$ cat src/rtl/mcu_rst_pkg.sv
// mcu_rst_pkg: shared states, register map, key and cause-bit positions for the reset controller
package mcu_rst_pkg;
  typedef enum logic [1:0] {
    ST_IDLE,
    ST_ASSERT_CORE,
    ST_ASSERT_SYS,
    ST_GUARD
  } state_e;
  localparam logic ADDR_CTRL = 1'b0;
  localparam logic ADDR_CAUSE = 1'b1;
  localparam logic [7:0] KEY = 8'h5A;
  localparam int unsigned CB_CPU_CORE = 0;
  localparam int unsigned CB_CPU_SYS = 1;
  localparam int unsigned CB_WDT = 2;
  localparam int unsigned CB_DBG = 3;
  localparam int unsigned CB_SW_CORE = 4;
  localparam int unsigned CB_SW_SYS = 5;
  localparam int unsigned CB_KEY_ERR = 7;
endpackage

$ cat src/rtl/mcu_rst_edge.sv
// mcu_rst_edge: rising-edge detector over a vector of levels; history clears on reset so a level high at release fires once
module mcu_rst_edge #(
  parameter int unsigned W = 4
) (
  input  logic         clk_i,
  input  logic         rst_ni,
  input  logic [W-1:0] lvl_i,
  output logic [W-1:0] rise_o
);
  logic [W-1:0] prev_q;
  assign rise_o = lvl_i & ~prev_q;
  // remember last sampled level
  always_ff @(posedge clk_i or negedge rst_ni) begin
    if (!rst_ni) prev_q <= '0;
    else prev_q <= lvl_i;
  end
endmodule

$ cat src/rtl/mcu_rst_ctrl.sv
// mcu_rst_ctrl: collects soft-reset requests, arbitrates system over core, and emits fixed-width pulses with a guard gap
module mcu_rst_ctrl import mcu_rst_pkg::*; #(
  parameter int unsigned HOLD_CYC = 4,
  parameter int unsigned GUARD_CYC = 8,
  parameter int unsigned CNT_W = 8
) (
  input  logic        sys_clk,
  input  logic        mcu_rstn,
  input  logic [1:0]  cpu_soft_rst_req,
  input  logic        wdt_rst_req,
  input  logic        dbg_core_rst_req,
  input  logic        reg_sel,
  input  logic        reg_wr,
  input  logic        reg_addr,
  input  logic [31:0] reg_wdata,
  output logic [31:0] reg_rdata,
  output logic [1:0]  soft_rst_out,
  output logic        rst_busy
);
  logic [3:0] rise;
  state_e state_q, state_d;
  logic [CNT_W-1:0] cnt_q, cnt_d;
  logic sys_pend_q, sys_pend_d, core_pend_q, core_pend_d;
  logic clr_sys, clr_core;
  logic [7:0] cause_q, cause_d, cause_set, cause_clr;
  logic [1:0] soft_q;
  logic busy_q;
  logic wr_ctrl, wr_cause, key_ok, sw_core, sw_sys, sys_ev, core_ev;
  logic unused_wdata;

  mcu_rst_edge #(.W(4)) u_edge (
    .clk_i (sys_clk),
    .rst_ni(mcu_rstn),
    .lvl_i ({dbg_core_rst_req, wdt_rst_req, cpu_soft_rst_req}),
    .rise_o(rise)
  );

  assign unused_wdata = ^reg_wdata[31:16];
  assign wr_ctrl = reg_sel & reg_wr & (reg_addr == ADDR_CTRL);
  assign wr_cause = reg_sel & reg_wr & (reg_addr == ADDR_CAUSE);
  assign key_ok = reg_wdata[15:8] == KEY;
  assign sw_core = wr_ctrl & key_ok & reg_wdata[0];
  assign sw_sys = wr_ctrl & key_ok & reg_wdata[1];
  assign sys_ev = rise[1] | rise[2] | sw_sys;
  assign core_ev = rise[0] | rise[3] | sw_core;
  assign soft_rst_out = soft_q;
  assign rst_busy = busy_q;
  assign reg_rdata = !reg_sel ? 32'h0 :
                     (reg_addr == ADDR_CAUSE) ? {24'h0, cause_q} : {29'h0, busy_q, soft_q};

  // launch arbitration (system subsumes core) and hold/guard countdown
  always_comb begin
    state_d = state_q;
    cnt_d = cnt_q;
    clr_sys = 1'b0;
    clr_core = 1'b0;
    case (state_q)
      ST_IDLE: begin
        if (sys_pend_q) begin
          state_d = ST_ASSERT_SYS;
          clr_sys = 1'b1;
          clr_core = 1'b1;
          cnt_d = CNT_W'(HOLD_CYC - 1);
        end else if (core_pend_q) begin
          state_d = ST_ASSERT_CORE;
          clr_core = 1'b1;
          cnt_d = CNT_W'(HOLD_CYC - 1);
        end
      end
      ST_ASSERT_CORE, ST_ASSERT_SYS: begin
        state_d = (cnt_q == '0) ? ST_GUARD : state_q;
        cnt_d = (cnt_q == '0) ? CNT_W'(GUARD_CYC - 1) : cnt_q - 1'b1;
      end
      ST_GUARD: begin
        state_d = (cnt_q == '0) ? ST_IDLE : ST_GUARD;
        cnt_d = (cnt_q == '0) ? cnt_q : cnt_q - 1'b1;
      end
      default: state_d = ST_IDLE;
    endcase
  end

  // pending flags latch in every state; sticky cause with set winning over W1C
  always_comb begin
    sys_pend_d = (sys_pend_q & ~clr_sys) | sys_ev;
    core_pend_d = (core_pend_q & ~clr_core) | core_ev;
    cause_set = '0;
    cause_set[CB_CPU_CORE] = rise[0];
    cause_set[CB_CPU_SYS] = rise[1];
    cause_set[CB_WDT] = rise[2];
    cause_set[CB_DBG] = rise[3];
    cause_set[CB_SW_CORE] = sw_core;
    cause_set[CB_SW_SYS] = sw_sys;
    cause_set[CB_KEY_ERR] = wr_ctrl & ~key_ok;
    cause_clr = wr_cause ? reg_wdata[7:0] : 8'h00;
    cause_d = (cause_q & ~cause_clr) | cause_set;
  end

  // state, counter, flags, cause and registered output decode of the next state
  always_ff @(posedge sys_clk or negedge mcu_rstn) begin
    if (!mcu_rstn) begin
      state_q <= ST_IDLE;
      cnt_q <= '0;
      sys_pend_q <= 1'b0;
      core_pend_q <= 1'b0;
      cause_q <= '0;
      soft_q <= 2'b00;
      busy_q <= 1'b0;
    end else begin
      state_q <= state_d;
      cnt_q <= cnt_d;
      sys_pend_q <= sys_pend_d;
      core_pend_q <= core_pend_d;
      cause_q <= cause_d;
      soft_q <= {state_d == ST_ASSERT_SYS, state_d == ST_ASSERT_CORE};
      busy_q <= state_d != ST_IDLE;
    end
  end
endmodule

$ cat config.mk
export PLATFORM = sky130hd
export DESIGN_NAME = mcu_rst_ctrl
export DESIGN_NICKNAME = d
export VERILOG_FILES = /design/src/rtl/mcu_rst_pkg.sv /design/src/rtl/mcu_rst_edge.sv /design/src/rtl/mcu_rst_ctrl.sv
export SDC_FILE = /design/constraint.sdc
export NUM_CORES = 1
export LEC_CHECK = 0
export CORE_MARGIN = 10
export CORE_UTILIZATION = 44
export DETAILED_ROUTE_END_ITERATION = 16
export PLACE_DENSITY_LB_ADDON = 0.05
export SLEW_MARGIN = 15
export SYNTH_ARGS = -nofsm -noshare
export SYNTH_HDL_FRONTEND = slang
export SYNTH_SLANG_ARGS = --single-unit
$ cat constraint.sdc
create_clock -name sys_clk -period 4.9 [get_ports sys_clk]
set_clock_uncertainty 0.15 [all_clocks]
set_input_delay 1.225 -clock sys_clk [delete_from_list [all_inputs] [get_ports sys_clk]]
set_output_delay 1.225 -clock sys_clk [all_outputs]
set_load 0.02 [all_outputs]
==> Flow_metrics.wiki, run 1 <==
{| class="wikitable"
! Metric !! Value
|-
| Run status || completed
|-
| Skew-Pair Late Insertion Delay || 0.27 ns
|-
| Number of nets with antenna violations after detailed routing || 0
|-
| Synth-to-Final Area Change || 20.8%
|-
| Reg clk slew, reported paths || 0.09 ns
|-
| Switching power share of the total || a little over two fifths
|-
| TritonCTS clock tree || done
|-
| End-of-flow core utilization || a little over half
|-
| Aggregate routed wire length || 3860 µm
|-
| Die area || 6550 µm²
|-
| Commonest non-fill, non-tap cell in the layout || clkdlybuf4s50_1
|-
| Max VDD drop || 0.305 mV
|-
| Worst-path cell with the longest stage delay || clkdlybuf4s50_1
|-
| Proportion of synthesized chip area in sequential cells || 41.3%
|-
| Cells on worst reg2reg path || 6
|-
| Compound-cell area share of the yosys netlist || 17.7%
|-
| Buffer and inverter count on the worst path || 2
|-
| Post-synthesis instance area || about 1600 µm²
|-
| Count of TritonRoute iterations in the first routing pass || 4
|-
| Internal power || roughly 550 µW
|-
| Flop-to-flop setup slack || ~2.8 ns
|-
| Launch point of the worst hold path || u_edge.prev_q[2]
|-
| Post-Place Cells || 249
|-
| Post-Synth Simple-Gate Area || 19.6%
|-
| Number of core rows || 22
|-
| Critical Path Start Type || input pin
|-
| N_diodes || 0
|-
| Die boundary width || roughly 81 µm
|-
| Placeable core region || about 3600 µm²
|-
| Cell types occupying the most area after synthesis || dfrtp_1 (41%), buf_4 (11%), nand2_1 (3.9%), ha_1 (3.1%), o21ai_0 (2.8%)
|-
| Clk Tree Root Cell || clkbuf_8
|-
| Main combinational cell family by area after synthesis || simple AND/OR/NAND/NOR gates
|-
| Average detailed-routed wire length per instance || 15.3 µm
|-
| Crit-path max cell delay || 0.74 ns
|-
| Path type of the worst setup path || input pin to primary output
|-
| Worst-Margin Slew || between 0.5 and 0.6 ns
|-
| Iteration-0 DRC Markers || 40
|-
| Yosys warning total || 0
|-
| Category of cells accounting for the largest share of critical-path delay || buffers and inverters
|-
| Post-synth top area share || around 41%
|-
| DR vias/cell || ~5
|-
| Worst-path maximum fanout || 12
|-
| Min-Delay Path Depth || 1
|-
| Number of antenna violations at the first check in global routing || 0
|-
| Fin Setup TNS || 0 ns
|-
| Die Span Y || 80.9 µm
|-
| Highest-count cells in the layout ignoring fill and taps || clkdlybuf4s50_1 (35), dfrtp_1 (27), conb_1 (24)
|-
| Dominant synthesized flop cell || dfrtp_1
|-
| Synth cell types || 43
|-
| Critical Path RT || around 3.5 ns
|-
| Max Fclk || ~240 MHz
|-
| Hold Buf Count CTS || 0
|-
| Critical R2R Launch || cnt_q[0]
|-
| Maximum number of pins on one net before global-route repair || 28
|-
| Parity-gate share of the synthesized area counting xor and xnor cells || 0%
|-
| Average footprint of a synthesized cell || 9.50 µm²
|-
| Share of cells above drive strength 1 || 6.34%
|-
| Endpoint with the worst hold slack || cause_q[2]
|-
| Clock Power Share || 13.0%
|-
| Global-route wire length before repair || roughly 6300 µm
|-
| Type of the worst min-delay path || flip-flop to flip-flop
|-
| Total number of vias || 1,301
|-
| Gate count after technology mapping || about 170
|-
| Net switching component of the power || 409 µW
|-
| Most area-hungry cell type in the Yosys netlist || dfrtp_1
|-
| Part of the total power dissipated in sequential elements || 35.7%
|-
| DP Wirelength || a little over 3000 µm
|-
| Relative slew slack || 61.2%
|-
| Count of input and output buffers || 35
|-
| Top Ports || 76
|-
| Count of cells resized by post-cts repair || 0
|-
| Last weighted congestion value of the routability-driven placer || 0.806
|-
| Post-synthesis mux area share || ~3.1%
|-
| P per Cell Area || 487 nW/µm²
|-
| Crit path time final || 4.22 ns
|-
| Worst EP arrival || 2.84 ns
|-
| Share of synthesized flip-flops with an asynchronous set or reset || 100%
|-
| Post-Synth Adder-Cell Area || 3.06%
|-
| H-Tree Level Count || 1
|-
| Setup violation total in the final timing report || 0
|-
| Leakage || 0.000900 µW
|-
| DRC violation count after routing || 0
|-
| Max-slew violations || 0
|-
| Cell Count, Final, Fillers Out || 253
|-
| Postcts setup bufs || 0
|-
| Max_cap viols || 0
|-
| Via count of the first global-routing pass || 1,285
|-
| Final Hold Violating Endpoints || 0
|-
| Critical Path Most Common Cell || clkdlybuf4s50_1
|-
| Nature of the critical path endpoint || primary output
|-
| Number of buffers created by CTS || 3
|-
| Terminus of the critical flop-to-flop path || cnt_q[5]
|-
| Portion of the clock cycle consumed by the worst path in the final layout || approximately 86%
|-
| Overflow left after global routing || 0
|-
| CTS max path bufs || 2
|-
| Proportion of power drawn by combinational gates || between 50% and 60%
|-
| Post-layout nets || ~250
|-
| EDFF count, synth || 0
|-
| Total GRT Usage || 11.9%
|-
| #FFs+latches synth || 27
|-
| Setup repair after global routing missed its margin || no
|-
| Sequence of cells on the critical path || clkdlybuf4s50_1 -> mux2i_1 -> nor2b_1 -> clkdlybuf4s50_1
|-
| TritonCTS sink count || 27
|-
| Starting density of the core || 45.0%
|}
-- flip-flops by register name, indices dropped and copies added (netlist names) --
name and count:
rst_busy 1, core_pend_q 1, soft_rst_out 2, state_q 2
cnt_q 8, u_edge.prev_q 4, cause_q 8, sys_pend_q 1
-- layer usage --
layer  track usage, %  part of all wire (%)  vias to the layer above
li1                 -                     -                      625
met2             19.9                    46                       51
met4             3.98                  0.83                        0
met3             2.98                    10                        4
met5                0                     0                        -
met1             14.5                    43                      621
-- worst register-to-register path: cells and delay by family, from the launching register on --
kind                     cells  cell delay (ns)
buffers and inverters        1             0.10
adder cells (fa/ha/maj)      1             0.16
AND/OR/NAND/NOR              2             0.59
flip-flops                   1             0.42
AO/OA/AOI/OAI                2             0.59
-- area by class of cell --
| class | count | area [µm²] |
|---|---|---|
| fillers | 338 | 1660 |
| multi-input cells | 129 | 801 |
| flip-flops and latches | 27 | 676 |
| repair buffers | 36 | 358 |
| well taps | 48 | 60.1 |
| clock buffers | 4 | 45.0 |
| inverters | 9 | 33.8 |
-- synthesized netlist by cell type, types with 3 or more instances --
library cell and n:
o21ai_0 9, buf_4 24, a31oi_1 5, mux2i_1 4, nor2b_1 5, and3_1 7
dfrtp_1 27, nand2_1 17, clkbuf_1 5, a21oi_1 8, nor3b_1 3, a21boi_0 3
nor2_1 3, inv_1 9, ha_1 4, a211o_1 3
-- logic make-up after synthesis --
family	count (synthesis)
compound gates	42
fa+ha+maj	4
buf+inv	39
flops	27
mux	5
other cells	1
simple gates	54
-- how the worst max path moves through the flow --
stage / startpoint / endpoint / cells past startpoint
after floorplan: reg_addr / reg_rdata[1] / 3
after global placement: reg_addr / reg_rdata[1] / 4
after detailed placement: reg_addr / reg_rdata[0] / 4
after CTS: reg_addr / reg_rdata[0] / 4
after global routing: reg_addr / reg_rdata[1] / 4
final: reg_addr / reg_rdata[0] / 4
-- per-stage QoR --
stage | cell area [µm²] | power, µW | hold WS (ns) | setup WS [ns]
4_1_cts | 1970 | 961 | 0.311 | 0.665
3_3_place_gp | 1930 | 819 | 0.279 | 0.674
3_5_place_dp | 1930 | 834 | 0.298 | 0.669
6_report | 1970 | 961 | 0.305 | 0.680
5_1_grt | 1970 | 1040 | 0.328 | 0.581
2_1_floorplan | 1720 | 712 | 0.275 | 1.62
-- power by group through the flow --
stage / Sequential [µW] / Clock (µW) / Combinational [µW]
final: 343 / 124 / 494
after global routing: 353 / 138 / 552
after floorplan: 340 / 0 / 372
after global placement: 344 / 0 / 475
after CTS: 341 / 130 / 490
after detailed placement: 345 / 0 / 490
Power figures use the tool's default switching activity.
==> run 2: changes to the inputs <==
CORE_ASPECT_RATIO = 0.6   (was not set)
==> Flow_metrics.wiki, run 2 (same netlist as run 1, synthesis figures left out) <==
{| class="wikitable"
! Metric !! Value
|-
| Global-route wire length before repair || 6610 µm (was 6290 µm)
|-
| Overflow left after global routing || 0 (unchanged)
|-
| Portion of the clock cycle consumed by the worst path in the final layout || 87.6% (was 86.1%)
|-
| Part of the total power dissipated in sequential elements || 35.8% (was 35.7%)
|-
| Critical Path Start Type || input pin (unchanged)
|-
| TritonCTS sink count || 27 (unchanged)
|-
| Skew-Pair Late Insertion Delay || 0.27 ns (about the same)
|-
| Die Span Y || 67.2 µm (was 80.9 µm)
|-
| Leakage || 0.000905 µW (was 0.000900 µW)
|-
| End-of-flow core utilization || 54.6% (was 54.3%)
|-
| Post-Place Cells || 249 (unchanged)
|-
| Final Hold Violating Endpoints || 0 (unchanged)
|-
| Worst-path maximum fanout || 12 (unchanged)
|-
| Run status || completed (unchanged)
|-
| Nature of the critical path endpoint || primary output (unchanged)
|-
| Count of input and output buffers || 35 (unchanged)
|-
| CTS max path bufs || 2 (unchanged)
|-
| Switching power share of the total || 42.8% (was 42.6%)
|-
| Die area || 6630 µm² (was 6550 µm²)
|-
| DP Wirelength || 3400 µm (was 3080 µm)
|-
| Met3 capacity usage during global routing || 4.58% (was 2.98%)
|-
| P per Cell Area || 488 nW/µm² (was 487 nW/µm²)
|-
| Overall power of the completed layout || 964 µW (was 961 µW)
|-
| Fin Setup TNS || 0 ns (unchanged)
|-
| Relative slew slack || 60.8% (was 61.2%)
|-
| Internal power || 552 µW (about the same)
|-
| Aggregate routed wire length || 4140 µm (was 3860 µm)
|-
| Path type of the worst setup path || input pin to primary output (unchanged)
|-
| Total GRT Usage || 12.2% (was 11.9%)
|-
| Final worst slack || 0.607 ns (was 0.680 ns)
|-
| Hold Buf Count CTS || 0 (unchanged)
|-
| Number of antenna violations at the first check in global routing || 0 (unchanged)
|-
| Postcts setup bufs || 0 (unchanged)
|-
| DR vias/cell || 5.05 (was 5.14)
|-
| Count of TritonRoute iterations in the first routing pass || 4 (unchanged)
|-
| Die boundary width || 98.7 µm (was 80.9 µm)
|-
| Top Ports || 76 (unchanged)
|-
| Setup repair after global routing missed its margin || no (unchanged)
|-
| Critical Path RT || 3.52 ns (about the same)
|-
| Synth-to-Final Area Change || 20.8% (about the same)
|-
| Setup violation total in the final timing report || 0 (unchanged)
|-
| Max-slew violations || 0 (unchanged)
|-
| Max Fclk || 233 MHz (was 237 MHz)
|-
| Number of core rows || 17 (was 22)
|-
| Reg clk slew, reported paths || 0.09 ns (about the same)
|-
| Via count of the first global-routing pass || 1,300 (was 1,285)
|-
| Clk Tree Root Cell || clkbuf_8 (unchanged)
|-
| Average detailed-routed wire length per instance || 16.4 µm (was 15.3 µm)
|-
| H-Tree Level Count || 1 (unchanged)
|-
| Pre-CTS setup slack || 0.591 ns (was 0.669 ns)
|-
| GR Util met2 || 18.6% (was 19.9%)
|-
| Max VDD drop || 0.229 mV (was 0.305 mV)
|-
| DRC violation count after routing || 0 (unchanged)
|-
| Type of the worst min-delay path || flip-flop to flip-flop (unchanged)
|-
| Proportion of power drawn by combinational gates || 51.1% (was 51.4%)
|-
| Clock Power Share || 13.0% (about the same)
|-
| Highest-count cells in the layout ignoring fill and taps || clkdlybuf4s50_1 (34), dfrtp_1 (27), conb_1 (24) (was clkdlybuf4s50_1 (35), dfrtp_1 (27), conb_1 (24))
|-
| Total number of vias || 1,277 (was 1,301)
|-
| Max_cap viols || 0 (unchanged)
|-
| Placeable core region || 3620 µm² (was 3630 µm²)
|-
| Net switching component of the power || 413 µW (was 409 µW)
|-
| Worst EP arrival || 2.92 ns (was 2.84 ns)
|-
| Commonest non-fill, non-tap cell in the layout || clkdlybuf4s50_1 (unchanged)
|-
| Largest registers ranked by flip-flop count || cause_q x8, cnt_q x8, u_edge.prev_q x4 (unchanged)
|-
| Share of cells above drive strength 1 || 7.28% (was 6.34%)
|-
| GR peak layer || met2 (unchanged)
|-
| Iteration-0 DRC Markers || 30 (was 40)
|-
| Starting density of the core || 45.2% (was 45.0%)
|-
| Worst-Margin Slew || 0.586 ns (was 0.579 ns)
|-
| Cell Count, Final, Fillers Out || 253 (unchanged)
|-
| Count of cells resized by post-cts repair || 0 (unchanged)
|-
| Last weighted congestion value of the routability-driven placer || 0.725 (was 0.806)
|-
| Number of buffers created by CTS || 3 (unchanged)
|-
| N_diodes || 0 (unchanged)
|-
| Number of nets with antenna violations after detailed routing || 0 (unchanged)
|-
| Global-route track usage on met1 || 15.8% (was 14.5%)
|-
| Post-layout nets || 252 (was 251)
|-
| TritonCTS clock tree || done (unchanged)
|-
| Crit path time final || 4.29 ns (was 4.22 ns)
|-
| Maximum number of pins on one net before global-route repair || 26 (was 28)
|}
[run 2: cell count changes in the layout (fill, tap and decap cells not counted)]
cell / previous run / this run
buf_2: 0 / 1
buf_4: 1 / 2
clkdlybuf4s50_1: 35 / 34
[run 2: path summary, 6_finish.rpt]
kind                            slack (ns)              from  depth (start not counted)      endpoint
worst max-delay path                  0.61          reg_addr                          4  reg_rdata[1]
worst min-delay path                  0.31  u_edge.prev_q[3]                          1    cause_q[3]
worst max register to register        2.77          cnt_q[0]                          6      cnt_q[5]
worst min register to register        0.31  u_edge.prev_q[3]                          1    cause_q[3]
max in group asynchronous             3.35          mcu_rstn                          2    cause_q[6]
min in group asynchronous             0.79          mcu_rstn                          1      cnt_q[0]
[run 2: layout make-up]
type,instances,area [µm²]
tap,47,58.8
inverter,9,33.8
fill,339,1640
multi-input combinational,129,801
timing repair buffer,37,360
sequential,27,676
clock buffer,4,45.0
[run 2: power groups by stage]
stage	Combinational (µW)	Sequential, µW	Clock (µW)
floorplan	372	340	0
global placement	474	346	0
detailed placement	492	350	0
CTS	494	345	130
global route	544	354	141
finish	493	346	126
[run 2: worst max-delay path: stages]
cell	delay (ns)
clkdlybuf4s50_1	0.76
mux2i_1	0.15
nor2b_1	0.13
clkdlybuf4s50_1	0.64
[run 2: per-layer routing]
metal / wire length [µm] / share of wire, %
met1: 1990 / 48
met5: 0 / 0
met4: 66 / 1.6
met3: 270 / 6.5
met2: 1810 / 44
[run 2: per-stage QoR]
step,cell area (µm²),hold WS [ns]
3_3_place_gp,1930,0.285
3_5_place_dp,1930,0.304
6_report,1970,0.309
2_1_floorplan,1720,0.275
4_1_cts,1980,0.317
5_1_grt,1970,0.340
==> edit 1: new RTL, settings of run 2 <==
Change the parameter `CNT_W` from 8 to 7.
--- a/src/rtl/mcu_rst_ctrl.sv
+++ b/src/rtl/mcu_rst_ctrl.sv
@@ -3,5 +3,5 @@
   parameter int unsigned HOLD_CYC = 4,
   parameter int unsigned GUARD_CYC = 8,
-  parameter int unsigned CNT_W = 8
+  parameter int unsigned CNT_W = 7
 ) (
   input  logic        sys_clk,
Function: same outputs for any inputs over 10 cycles, from zero or initial values and one cycle with mcu_rstn low; that may be too few to reach the edited logic, so the function may still have changed.
==> edit 1 against run 2 <==
Critical path depth did not move. Power decreased by 13%. Wire length is 12% lower. Synthesized area shrank 8.0%. Design area shrank 6.0%. Setup slack better by 0.051 ns. Worst hold slack better by 0.0056 ns. Synthesized cell count shrank 12%. Sequential cell count is 1 lower. Combinational power down 20%. Core utilization is 2.3 points higher. First-iteration DRC count up 53%. Final cell count down 8.3%. Non-clock buffer count decreased by 1.
==> edit 1: results (changes against run 2) <==
| Metric | Value |
|---|---|
| Status | finished, final reports clean (unchanged) |
| DR iter-0 viols | 46 (was 30) |
| Setup Buffers After CTS | 0 (unchanged) |
| Netlist cell types | 40 (was 43) |
| Crit path arrival time | 2.87 ns (was 2.92 ns) |
| Fillers | 286 (was 339) |
| # resized after CTS | 0 (unchanged) |
| Root Driver | clkbuf_8 (unchanged) |
| Clock Tree Buf Depth | 2 (unchanged) |
| First-pass iteration count of the detailed router | 4 (unchanged) |
| Wirelength per Cell | 15.8 µm (was 16.4 µm) |
| # port buffers | 35 (unchanged) |
| Worst path slowest cell | clkdlybuf4s50_1 (unchanged) |
| Layout cells sized above 1 | 5.35% (was 7.28%) |
| Vias in the first global route | 1171 (was 1300) |
| Sw frac | 39.3% (was 42.8%) |
| Register area share after synthesis | 43.3% (was 41.3%) |
| Synth area leaders | dfrtp_1 (43%), buf_4 (12%), nand2_1 (3.0%) (was dfrtp_1 (41%), buf_4 (11%), nand2_1 (3.9%)) |
| Final nets | 232 (was 252) |
| First-pass GRT wire length | 5670 µm (was 6610 µm) |
| Critical path peak fanout | 12 (unchanged) |
| Diodes inserted | 0 (unchanged) |
| Post-DP Area | 0.00180 mm² (was 0.00193 mm²) |
| Initial antenna violation count | 0 (unchanged) |
| Tot GR Track Use | 11.3% (was 12.2%) |
| Hold path startpoint | u_edge.prev_q[2]$_DFF_PN0_ (was u_edge.prev_q[3]$_DFF_PN0_) |
| Leak Pwr | 0.849 nW (was 0.905 nW) |
| Post-DP HPWL | 3020 µm (was 3400 µm) |
| GP Congestion | 0.806 (was 0.725) |
| Slew @ Worst Pin | 0.652 ns (was 0.586 ns) |
| Crit-path max cell delay | 0.75 ns |
| Most frequent cells after synthesis | dfrtp_1 (26), buf_4 (24), nand2_1 (12), inv_1 (9), o21ai_0 (8) (was dfrtp_1 (27), buf_4 (24), nand2_1 (17), inv_1 (9), o21ai_0 (9)) |
| Clk slew on worst S/H paths | 0.09 ns (about the same) |
| H-tree lvl count | 1 (unchanged) |
| Vias/cell | 5.12 (was 5.05) |
| Largest net degree at the start of global routing | 15 (was 26) |
| Peak supply drop | 254 µV (was 229 µV) |
| Top Registers | cause_q x8, cnt_q x7, u_edge.prev_q x4 (was cause_q x8, cnt_q x8, u_edge.prev_q x4) |
| Fraction of registers with async set or reset after synthesis | 100% (unchanged) |
| Reg2Reg Launch Point | state_q[0]$_DFF_PN0_ (was cnt_q[0]$_DFFE_PN0P_) |
| Yosys warning count | 0 (unchanged) |
-- edit 1: cell types whose count changed in the layout (fill, tap and decap cells not counted), sizes merged, moves of 2 or more --
cell	delta
and3	-2
o41ai	+2
o21ai	-2
o31ai	+2
a31oi	-3
nor4	-3
nand2	-6
or4	+2
buf	-2
-- edit 1: critical path: cells and delay by family --
| family | cells | cell delay (ns) |
|---|---|---|
| buffers and inverters | 2 | 1.37 |
| multiplexers | 1 | 0.13 |
| AND/OR/NAND/NOR | 1 | 0.14 |
-- edit 1: power groups by stage --
stage | Sequential, mW | Clock (mW) | Combinational (mW)
2_1_floorplan | 0.311 | 0 | 0.295
3_3_place_gp | 0.309 | 0 | 0.380
3_5_place_dp | 0.311 | 0 | 0.393
4_1_cts | 0.306 | 0.142 | 0.395
5_1_grt | 0.314 | 0.154 | 0.439
6_report | 0.307 | 0.139 | 0.395
-- edit 1: area by class of cell --
| class | count | area share [%] |
|---|---|---|
| tap | 45 | 3.03 |
| multi-input combinational | 112 | 37.9 |
| inverter | 9 | 1.82 |
| sequential | 26 | 35.0 |
| clock buffer | 4 | 2.96 |
| timing repair buffer | 36 | 19.3 |
-- edit 1: worst paths after layout --
check / slack (ns) / cells after the start / to
setup / recovery: 0.66 / 4 / reg_rdata[1]
hold / removal: 0.32 / 1 / cause_q[2]$_DFF_PN0_
setup reg to reg: 2.84 / 6 / cnt_q[5]$_DFFE_PN0P_
hold reg to reg: 0.32 / 1 / cause_q[2]$_DFF_PN0_
max in group asynchronous: 2.77 / 2 / core_pend_q$_DFF_PN0_
min in group asynchronous: 1.20 / 1 / cnt_q[0]$_DFFE_PN0P_
-- edit 1: routing by layer --
metal  vias to the layer above  wire length (µm)  GRT usage (%)
li1                        559                 -              -
met1                       581              1700           15.6
met2                        48              1560           16.9
met3                         0               401           4.20
met4                         0                 0           1.65
met5                         -                 0              0
-- edit 1: cells by family after synthesis --
group | after synthesis | share of synthesized area, %
muxes | 3 | 2.00
buffers and inverters | 37 | 15.7
other | 1 | 0.249
DFF | 26 | 43.3
adders and majority gates | 3 | 2.50
and+or+nand+nor | 44 | 18.2
AOI/OAI and AO/OA | 38 | 18.1
-- edit 1: stage by stage --
step                      util, %  hold WS (ns)  total power [mW]  setup slack, ns  instances
after floorplan                 -         0.275             0.605             1.62        175
after global placement       55.2         0.282             0.689            0.663        228
after detailed placement     55.2         0.294             0.704            0.639        228
after CTS                    56.9         0.319             0.843            0.639        232
after global routing         56.9         0.356             0.907            0.559        232
final                        56.9         0.315             0.841            0.658        232
==> edit 2: new RTL, config.mk and constraints of run 2 <==
Made on the original files. Add an input register stage for `reg_sel`, `reg_wr`, `reg_addr` and `reg_wdata`, without a reset; this delays them by one clock.
--- a/src/rtl/mcu_rst_ctrl.sv
+++ b/src/rtl/mcu_rst_ctrl.sv
@@ -18,4 +18,17 @@
   output logic        rst_busy
 );
+
+  logic reg_sel_q;
+  logic reg_wr_q;
+  logic reg_addr_q;
+  logic [31:0] reg_wdata_q;
+
+  always_ff @(posedge sys_clk) begin
+    reg_sel_q   <= reg_sel;
+    reg_wr_q    <= reg_wr;
+    reg_addr_q  <= reg_addr;
+    reg_wdata_q <= reg_wdata;
+  end
+
   logic [3:0] rise;
   state_e state_q, state_d;
@@ -36,16 +49,16 @@
   );
 
-  assign unused_wdata = ^reg_wdata[31:16];
-  assign wr_ctrl = reg_sel & reg_wr & (reg_addr == ADDR_CTRL);
-  assign wr_cause = reg_sel & reg_wr & (reg_addr == ADDR_CAUSE);
-  assign key_ok = reg_wdata[15:8] == KEY;
-  assign sw_core = wr_ctrl & key_ok & reg_wdata[0];
-  assign sw_sys = wr_ctrl & key_ok & reg_wdata[1];
+  assign unused_wdata = ^reg_wdata_q[31:16];
+  assign wr_ctrl = reg_sel_q & reg_wr_q & (reg_addr_q == ADDR_CTRL);
+  assign wr_cause = reg_sel_q & reg_wr_q & (reg_addr_q == ADDR_CAUSE);
+  assign key_ok = reg_wdata_q[15:8] == KEY;
+  assign sw_core = wr_ctrl & key_ok & reg_wdata_q[0];
+  assign sw_sys = wr_ctrl & key_ok & reg_wdata_q[1];
   assign sys_ev = rise[1] | rise[2] | sw_sys;
   assign core_ev = rise[0] | rise[3] | sw_core;
   assign soft_rst_out = soft_q;
   assign rst_busy = busy_q;
-  assign reg_rdata = !reg_sel ? 32'h0 :
-                     (reg_addr == ADDR_CAUSE) ? {24'h0, cause_q} : {29'h0, busy_q, soft_q};
+  assign reg_rdata = !reg_sel_q ? 32'h0 :
+                     (reg_addr_q == ADDR_CAUSE) ? {24'h0, cause_q} : {29'h0, busy_q, soft_q};
 
   // launch arbitration (system subsumes core) and hold/guard countdown
@@ -92,5 +105,5 @@
     cause_set[CB_SW_SYS] = sw_sys;
     cause_set[CB_KEY_ERR] = wr_ctrl & ~key_ok;
-    cause_clr = wr_cause ? reg_wdata[7:0] : 8'h00;
+    cause_clr = wr_cause ? reg_wdata_q[7:0] : 8'h00;
     cause_d = (cause_q & ~cause_clr) | cause_set;
   end
Function: changed (a bounded check fails within 4 cycles, from zero or initial values and one cycle with mcu_rstn low).
==> edit 2 against run 2 <==
Largest cell class is now sequential cells. Synthesized area rose by 21%. Synthesized cell count rose by 7.6%. Register-to-register slack got worse by 0.21 ns. Wire length rose by 4.1%. Sequential cell count rose by 19. Worst hold slack got worse by 0.048 ns. Global-route usage fell by 0.47 points. Sequential share of layout area rose by 9.5 points. Fmax rose by 35%. Power rose by 30%. Setup slack improved by 1.1 ns. Highest routed layer unchanged. Design area rose by 22%.
==> edit 2: results (changes against run 2) <==
| Metric | Value |
|---|---|
| Status | finished, final reports clean (unchanged) |
| Crit path arrival time | 1.80 ns (was 2.92 ns) |
| Vias in the first global route | 1515 (was 1300) |
| Period utilization | 64.8% (was 87.6%) |
| Worst-Skew Late Latency | 0.29 ns (was 0.27 ns) |
| Worst hold margin | 0.261 ns (was 0.309 ns) |
| Routed wire length | 4310 µm (was 4140 µm) |
| Final nets | 268 (was 252) |
| GP Congestion | 0.787 (was 0.725) |
| R2R depth | 5 (was 6) |
| Reg2reg setup slack | 2.56 ns (was 2.77 ns) |
| Peak supply drop | 202 µV (was 229 µV) |
| Xor and xnor fraction of the mapped netlist area | 0.442% (was 0%) |
| Worst setup path start | reg_addr_q$_DFF_P_ (was reg_addr) |
| Mux cell area share after synthesis | 3.28% (was 3.14%) |
| First-pass GRT wire length | 7270 µm (was 6610 µm) |
| Reg2Reg Launch Point | state_q[1]$_DFF_PN0_ (was cnt_q[0]$_DFFE_PN0P_) |
| Hold Crit Endpoint | cause_q[4]$_DFF_PN0_ (was cause_q[3]$_DFF_PN0_) |
| DR iter-0 viols | 76 (was 30) |
| Leak Pwr | 1.09 nW (was 0.905 nW) |
| Logic pwr share | 37.7% (was 51.1%) |
| Placed Instances | 276 (was 249) |
| Compound-Gate Fraction of Synth Area | 12.9% (was 17.7%) |
| Largest net degree at the start of global routing | 28 (was 26) |
| Post-Synth Adder-Cell Area | 2.53% (was 3.06%) |
| Hold path startpoint | reg_wdata_q[4]$_DFF_P_ (was u_edge.prev_q[3]$_DFF_PN0_) |
| Clk power | 280 µW (was 126 µW) |
edit 2: layer usage:
layer	vias to the layer above	routed length, µm	GRT usage [%]
met5	-	0	0
met4	0	8	2.24
met3	2	486	6.08
met2	53	1790	17.4
met1	646	2020	14.8
li1	664	-	-
edit 2: area by class of cell:
type	count	area (µm²)	share of cell area (%)
Sequential cell	46	1060	43.7
Clock inverter	3	43.8	1.81
Multi-Input combinational cell	123	773	32.0
Tap cell	60	75.1	3.11
Timing Repair Buffer	36	358	14.8
Inverter	11	41.3	1.71
Clock buffer	5	68.8	2.85
edit 2: logic make-up after synthesis:
logic type,Yosys count
AND/OR/NAND/NOR,53
flip-flops,46
buffers and inverters,39
AO/OA/AOI/OAI,35
multiplexers,6
adder cells (fa/ha/maj),4
other,1
XOR/XNOR,1
edit 2: critical path, stage by stage (launching register included):
cell and delay, ns:
dfxtp_1 0.61, mux2i_1 0.14, nor2b_1 0.12, clkdlybuf4s50_1 0.64
